===== src/rtl/loader_pkg.sv =====
// Shared state encoding and address constants for the program loader.
package loader_pkg;

  typedef enum logic [2:0] {
    ST_IDLE    = 3'd0,
    ST_COLLECT = 3'd1,
    ST_WRITE   = 3'd2,
    ST_CHECK   = 3'd3,
    ST_DONE    = 3'd4
  } loader_state_t;

  localparam logic [31:0] TEXT_BASE      = 32'h0040_0000;
  localparam int          BYTES_PER_WORD = 4;

  // Word index to byte address; wraps in 32 bits like the CPU's own adder.
  function automatic logic [31:0] word_address(input logic [31:0] base,
                                               input logic [5:0]  idx);
    return base + {24'd0, idx, 2'b00};
  endfunction

  function automatic logic [7:0] checksum_add(input logic [7:0] acc,
                                              input logic [7:0] b);
    return acc + b;
  endfunction

endpackage


===== src/rtl/byte_assembler.sv =====
// Big-endian byte-to-word shift register: first byte lands in bits 31:24.
module byte_assembler
  import loader_pkg::*;
(
  input  logic        clk,
  input  logic        reset,
  input  logic        i_clear,
  input  logic        i_load,
  input  logic [7:0]  i_byte,
  output logic [31:0] o_next_word,
  output logic        o_word_done
);

  localparam logic [1:0] LAST_BYTE = 2'(BYTES_PER_WORD - 1);

  logic [31:0] r_shift;
  logic [1:0]  r_count;

  // Word including the byte being accepted this cycle, so the FSM can
  // register it straight into the write port on the final transfer.
  assign o_next_word = {r_shift[23:0], i_byte};
  assign o_word_done = i_load && (r_count == LAST_BYTE);

  always_ff @(posedge clk or negedge reset) begin
    if (!reset) begin
      r_shift <= '0;
      r_count <= '0;
    end else if (i_clear) begin
      r_shift <= '0;
      r_count <= '0;
    end else if (i_load) begin
      r_shift <= o_next_word;
      r_count <= r_count + 2'd1;
    end
  end

endmodule


===== src/rtl/program_loader.sv =====
// Loads a byte-streamed program image into instruction RAM and holds the CPU
// in reset until done. Optional trailing checksum byte: LOADER_CHECKSUM_EN.
module program_loader
  import loader_pkg::*;
#(
  parameter int          MEMORY_DEPTH = 32,
  parameter int          DATA_WIDTH   = 32,
  parameter logic [31:0] BASE_ADDRESS = TEXT_BASE
) (
  input  logic                  clk,
  input  logic                  reset,
  input  logic                  start_i,
  input  logic [5:0]            length_i,
  input  logic [7:0]            byte_i,
  input  logic                  byte_valid_i,
  output logic                  byte_ready_o,
  output logic                  mem_write_o,
  output logic [31:0]           mem_address_o,
  output logic [DATA_WIDTH-1:0] mem_data_o,
  output logic                  busy_o,
  output logic                  done_o,
  output logic                  error_o,
  output logic                  checksum_error_o,
  output logic                  cpu_reset_n_o
);

  loader_state_t          r_state;
  logic [5:0]             r_length;
  logic [5:0]             r_word_count;
  logic                   r_ready;
  logic                   r_write;
  logic [31:0]            r_mem_addr;
  logic [DATA_WIDTH-1:0]  r_mem_data;
  logic                   r_done;
  logic                   r_error;
  logic                   r_cpu_rst_n;
  logic                   r_cks_err;

  logic        w_xfer;
  logic        w_len_ok;
  logic        w_accept;
  logic        w_asm_load;
  logic        w_word_done;
  logic [31:0] w_next_word;

  assign w_xfer     = byte_valid_i && r_ready;
  assign w_len_ok   = (length_i != 6'd0) && (int'(length_i) <= MEMORY_DEPTH);
  assign w_accept   = (r_state == ST_IDLE) && start_i && w_len_ok;
  assign w_asm_load = w_xfer && (r_state == ST_COLLECT);

  byte_assembler u_asm (
    .clk         (clk),
    .reset       (reset),
    .i_clear     (w_accept),
    .i_load      (w_asm_load),
    .i_byte      (byte_i),
    .o_next_word (w_next_word),
    .o_word_done (w_word_done)
  );

`ifdef LOADER_CHECKSUM_EN
  logic [7:0] r_sum;

  always_ff @(posedge clk or negedge reset) begin
    if (!reset) begin
      r_sum <= '0;
    end else if (w_accept) begin
      r_sum <= '0;
    end else if (w_asm_load) begin
      r_sum <= checksum_add(r_sum, byte_i);
    end
  end
`endif

  always_ff @(posedge clk or negedge reset) begin
    if (!reset) begin
      r_state      <= ST_IDLE;
      r_length     <= '0;
      r_word_count <= '0;
      r_ready      <= 1'b0;
      r_write      <= 1'b0;
      r_mem_addr   <= '0;
      r_mem_data   <= '0;
      r_done       <= 1'b0;
      r_error      <= 1'b0;
      r_cpu_rst_n  <= 1'b0;
      r_cks_err    <= 1'b0;
    end else begin
      r_done  <= 1'b0;
      r_error <= 1'b0;
      r_write <= 1'b0;
      case (r_state)
        ST_IDLE: begin
          if (start_i) begin
            if (w_len_ok) begin
              r_length     <= length_i;
              r_word_count <= '0;
              r_cpu_rst_n  <= 1'b0;
              r_cks_err    <= 1'b0;
              r_ready      <= 1'b1;
              r_state      <= ST_COLLECT;
            end else begin
              r_error <= 1'b1;
            end
          end
        end
        ST_COLLECT: begin
          if (w_word_done) begin
            r_ready    <= 1'b0;
            r_write    <= 1'b1;
            r_mem_addr <= word_address(BASE_ADDRESS, r_word_count);
            r_mem_data <= w_next_word;
            r_state    <= ST_WRITE;
          end
        end
        ST_WRITE: begin
          if (r_word_count == r_length - 6'd1) begin
`ifdef LOADER_CHECKSUM_EN
            r_ready <= 1'b1;
            r_state <= ST_CHECK;
`else
            r_done  <= 1'b1;
            r_state <= ST_DONE;
`endif
          end else begin
            r_word_count <= r_word_count + 6'd1;
            r_ready      <= 1'b1;
            r_state      <= ST_COLLECT;
          end
        end
`ifdef LOADER_CHECKSUM_EN
        ST_CHECK: begin
          if (w_xfer) begin
            if (checksum_add(r_sum, byte_i) != 8'h00) r_cks_err <= 1'b1;
            r_ready <= 1'b0;
            r_done  <= 1'b1;
            r_state <= ST_DONE;
          end
        end
`endif
        ST_DONE: begin
          // A failed checksum keeps the CPU parked until the next good load.
          r_cpu_rst_n <= ~r_cks_err;
          r_state     <= ST_IDLE;
        end
        default: begin
          r_ready <= 1'b0;
          r_state <= ST_IDLE;
        end
      endcase
    end
  end

  assign byte_ready_o  = r_ready;
  assign mem_write_o   = r_write;
  assign mem_address_o = r_mem_addr;
  assign mem_data_o    = r_mem_data;
  assign busy_o        = (r_state != ST_IDLE);
  assign done_o        = r_done;
  assign error_o       = r_error;
  assign cpu_reset_n_o = r_cpu_rst_n;
`ifdef LOADER_CHECKSUM_EN
  assign checksum_error_o = r_cks_err;
`else
  assign checksum_error_o = 1'b0;
`endif

endmodule


===== config.mk =====
export PLATFORM = sky130hd
export DESIGN_NAME = program_loader
export DESIGN_NICKNAME = d
export VERILOG_FILES = /design/src/rtl/loader_pkg.sv /design/src/rtl/byte_assembler.sv /design/src/rtl/program_loader.sv
export SDC_FILE = /design/constraint.sdc
export NUM_CORES = 1
export LEC_CHECK = 0
export ABC_AREA = 1
export BUFFER_PORTS_ARGS = -buffer_cell sky130_fd_sc_hd__buf_2
export CORE_MARGIN = 2
export CORE_UTILIZATION = 49
export DETAILED_ROUTE_END_ITERATION = 8
export GPL_ROUTABILITY_DRIVEN = 1
export PLACE_DENSITY_LB_ADDON = 0.05
export RECOVER_POWER = 50
export SLEW_MARGIN = 20
export SYNTH_ARGS = -nofsm -noshare
export SYNTH_HDL_FRONTEND = slang
export SYNTH_SLANG_ARGS = --single-unit
export TNS_END_PERCENT = 100

===== constraint.sdc =====
create_clock -name clk -period 1.7 [get_ports clk]
set_clock_uncertainty 0.1 [all_clocks]
set_input_delay 0.34 -clock clk [delete_from_list [all_inputs] [get_ports clk]]
set_output_delay 0.34 -clock clk [all_outputs]
set_load 0.05 [all_outputs]

==> results <==
- Measured along the y axis, the die boundary spans ~95 um.
- The share of synthesized area in the top cell type comes to 52.9%.
- Synthesis produced around 470 cells.
- The worst reg-to-reg setup slack is -80 ps.
- The critical path runs through a total of 4 cells.
- Of all cell types, the one taking the most synthesized area is dfrtp_1.
- Hold timing on the final database bottoms out at a slack of 142 ps.
- The checks that failed: negative setup slack.
- The overall track demand over capacity in global routing is between 10% and 20%.
- The data required time of the critical path is roughly 1300 ps.
- The path type of the worst min-delay path is in -> reg.
- For the pin with the worst max-slew slack, the measured transition is 769 ps.
- The final critical path takes up 105% of the cycle.
- For hold timing, the worst endpoint is mem_data_o[2]$_DFFE_PN0P_.
- The final wirelength is ~8500 um.
- The length in cells of the worst reg-to-reg path is 13.
- After routing, the total negative slack on setup checks comes to -624 ps.
- The sequential share of the synthesized area is 52.9%.
- The number of placed I/O pins is just under 90.
- Clock tree synthesis found a total of 85 sinks.
- The CTS buffer count is 9.
- The sequential standard cell area is 0.00213 mm2.
- The library cell used as clock root buffer is clkbuf_8.
- Leaving out fill and tap cells, the most frequent cells in the layout are nand2_1, dfrtp_1, inv_1, buf_2, nor2_1.
- The layout overhead on the synthesized area is 24.9%.
- Of all nets on the critical path, the largest fanout is 5.
- The count of cells in the finished layout, fillers not included, comes to between 600 and 700.
- The run finished, with violations left.
- The first-iteration detailed-routing DRC count is 152.
- The maximum number of pins on one net before global-route repair is 86.
- Measured along the x axis, the die boundary spans 94.6 um.
- For this run the aggregate overflow at the end of global routing stands at 0.
- The count of buffers added on input and output ports is 62.
- The H-tree level count is 3.
- The synthesized netlist occupies a cell area of 0.00402 mm2.
- Traced cell by cell, the critical path runs through clkbuf_1 -> nor2_4 -> inv_2 -> buf_8.
- For this run, the number of Yosys warnings is 0.
- The reported max-cap violation count is 0.
- The longest individual stage delay on the worst path is about 400 ps.
- Summing over every cut layer, the via total after detailed routing is 3157.
- The leakage power total is 2.85 nW.
- TritonCTS built the clock tree.
- Setup repair after global routing could not meet its margin everywhere.
- The register clock-pin slew on the reported worst setup and hold paths is 90 ps.
- Data arrives at the worst endpoint at 1350 ps.
- The count of cells along the worst hold path is 3.
- STA classifies the critical path startpoint as a register.
- After detailed routing, the average wire length per cell comes to 12.7 um.
- The power density over cell area is 1760 mW/mm2.
- The initialized floorplan defines 33 standard-cell rows.
- The via count of the first global-routing pass was 2905.
- The register bit count reported by yosys is 85.
- The final worst setup slack is -90.2 ps.
- The maximum vdd ir drop is 826 uV.
- The max-slew violation count came to 0.
- Counting both buffers and inverters, the worst setup path holds a total of 3.
- The repair_antennas step left the layout with diodes totalling 0.
- The post-route DRC violation count is 0.
- The slowest stage cell on the critical path is dfrtp_1.
- The category of the most critical setup path is reg -> out.
- The detail-routed via count per cell is 4.70.
- Counting distinct cell types in the post-synthesis netlist gives 26.
- The core region is 0.00809 mm2.
- The design draws 8.84 mW.
- The launch instance of the worst min-delay path is byte_i[2].
- The multi-input combinational cells in the finished layout cover a total of approximately 0.0015 mm2.
- Setup violations remaining at the end of the flow were counted as 9.
- The highest clock rate is 0.559 GHz.
- The final hold violation count is 0.
- Cells with a size suffix above 1 make up 31.6% of the layout.
- The initial antenna violation count is 0.
- The overall die area is 0.00894 mm2.
- The final weighted congestion of routability-driven global placement is between 0.8 and 0.9.
- Sorting the synthesized cells by area gives the leading types as dfrtp_1, nand2_1, inv_1, buf_4, a21oi_2.
- The final net count is 583.
- The most common cell after layout, fill and taps aside is nand2_1.
- The longest clock path from root to sink contains 2 buffers.
- The HPWL after detailed placement is roughly 5800 um.
- The first global-routing pass estimated 13600 um of wire.
- The destination of the worst register-to-register timing path is r_word_count[5]$_DFFE_PN0P_.
- The worst register-to-register path begins at r_length[0]$_DFFE_PN0P_.
- The top cell family by delay on the critical path is buffers and inverters.
- STA classifies the critical path endpoint as a primary output.
- The number of detailed-routing iterations run before antenna repair is 4.
- The insertion delay of the later-clocked pin in the worst-skew pair is roughly 350 ps.
- The mean instance size in the synthesized netlist is about 8.6 um2.
- The relative slew slack is 48.7%.
- Counting the fill cells in the layout gives ~760.
- The number of routed nets with antenna violations is 0.
- Once the floorplan was initialized, standard cells occupied 49.7% of the core.
- Including well taps, the total number of placed cells is 640.
- The smallest clock period supported by the final layout is computed as roughly 1800 ps.
-- sequential cells by signal, indices dropped and copies added (netlist names), 2 cells and up --
name and flops:
mem_address_o 7, mem_data_o 32, r_length 6, r_state 3, r_word_count 6, u_asm.r_count 2, u_asm.r_shift 24
-- layout make-up --
cell class	count	share of cell area [%]
Timing Repair inverter	1	0.224
Multi-Input combinational cell	289	29.4
Clock inverter	6	1.87
Sequential cell	85	42.4
Inverter	76	5.98
Clock buffer	10	2.74
Timing Repair Buffer	100	14.8
Tap cell	105	2.62
-- where the power goes --
group	switching, mW	internal, mW
logic	2.72	1.29
registers	0.470	2.71
clock network	0.773	0.884
total	3.97	4.88
-- per-stage QoR --
| stage | cell area [um2] | setup slack [ps] | utilization [%] |
|---|---|---|---|
| 3_3_place_gp | 4460 | -87.6 | 55.1 |
| 6_report | 5020 | -90.2 | 62.0 |
| 3_5_place_dp | 4460 | -141 | 55.1 |
| 4_1_cts | 4750 | -101 | 58.7 |
| 2_1_floorplan | 4110 | 4.25 | - |
| 5_1_grt | 5020 | -224 | 62.0 |
-- synth_stat cells, drive strengths merged --
cell    count
a21boi      1
a21oi      28
buf        42
conb        1
dfrtp      85
ha          3
inv        76
nand2     121
nand3      17
nand4       4
nor2       50
nor4        1
o21ai      31
or2         2
xnor2       3
xor2        2
-- layer usage --
metal  routed length, um  track usage (%)
met2                4230             32.4
met4                 169             9.18
met3                 282             3.35
met1                3860             25.7
met5                   0                0
-- worst reg2reg max path: cells and delay by family (launching register included) --
kind                     cells  cell delay [ps]
AND/OR/NAND/NOR             10              840
adder cells (fa/ha/maj)      1              270
buffers and inverters        2              100
flip-flops                   1              380
-- how the worst max path moves through the flow --
stage / startpoint / to / slack, ps
floorplan: byte_ready_o$_DFFE_PN0P_ / mem_address_o[2]$_DFFE_PN0P_ / 4
global placement: r_length[0]$_DFFE_PN0P_ / r_word_count[5]$_DFFE_PN0P_ / -90
detailed placement: r_length[0]$_DFFE_PN0P_ / r_word_count[5]$_DFFE_PN0P_ / -140
CTS: r_length[0]$_DFFE_PN0P_ / r_word_count[5]$_DFFE_PN0P_ / -100
global route: r_length[0]$_DFFE_PN0P_ / r_word_count[5]$_DFFE_PN0P_ / -220
finish: r_state[1]$_DFFE_PN0P_ / busy_o / -90
-- timing repair --
item | CTS | global route
endpoints found under the setup margin | 9 | 69
buffers inserted | 3 | 7
pin swaps | 6 | 10
resized for setup | 8 | 33
cloned | 0 | 5
hold endpoints to repair | 85 | 0
hold buffers | 1 | 0
-- kinds of logic after synthesis --
logic type      Yosys count  synth area share (%)
simple gates            195                  20.7
buf+inv                 118                  14.9
flops                    85                  52.9
compound gates           60                  9.40
xor+xnor                  5                  1.09
fa+ha+maj                 3                 0.934
other cells               1                0.0933
No activity file was read; power rests on OpenSTA's default activity.
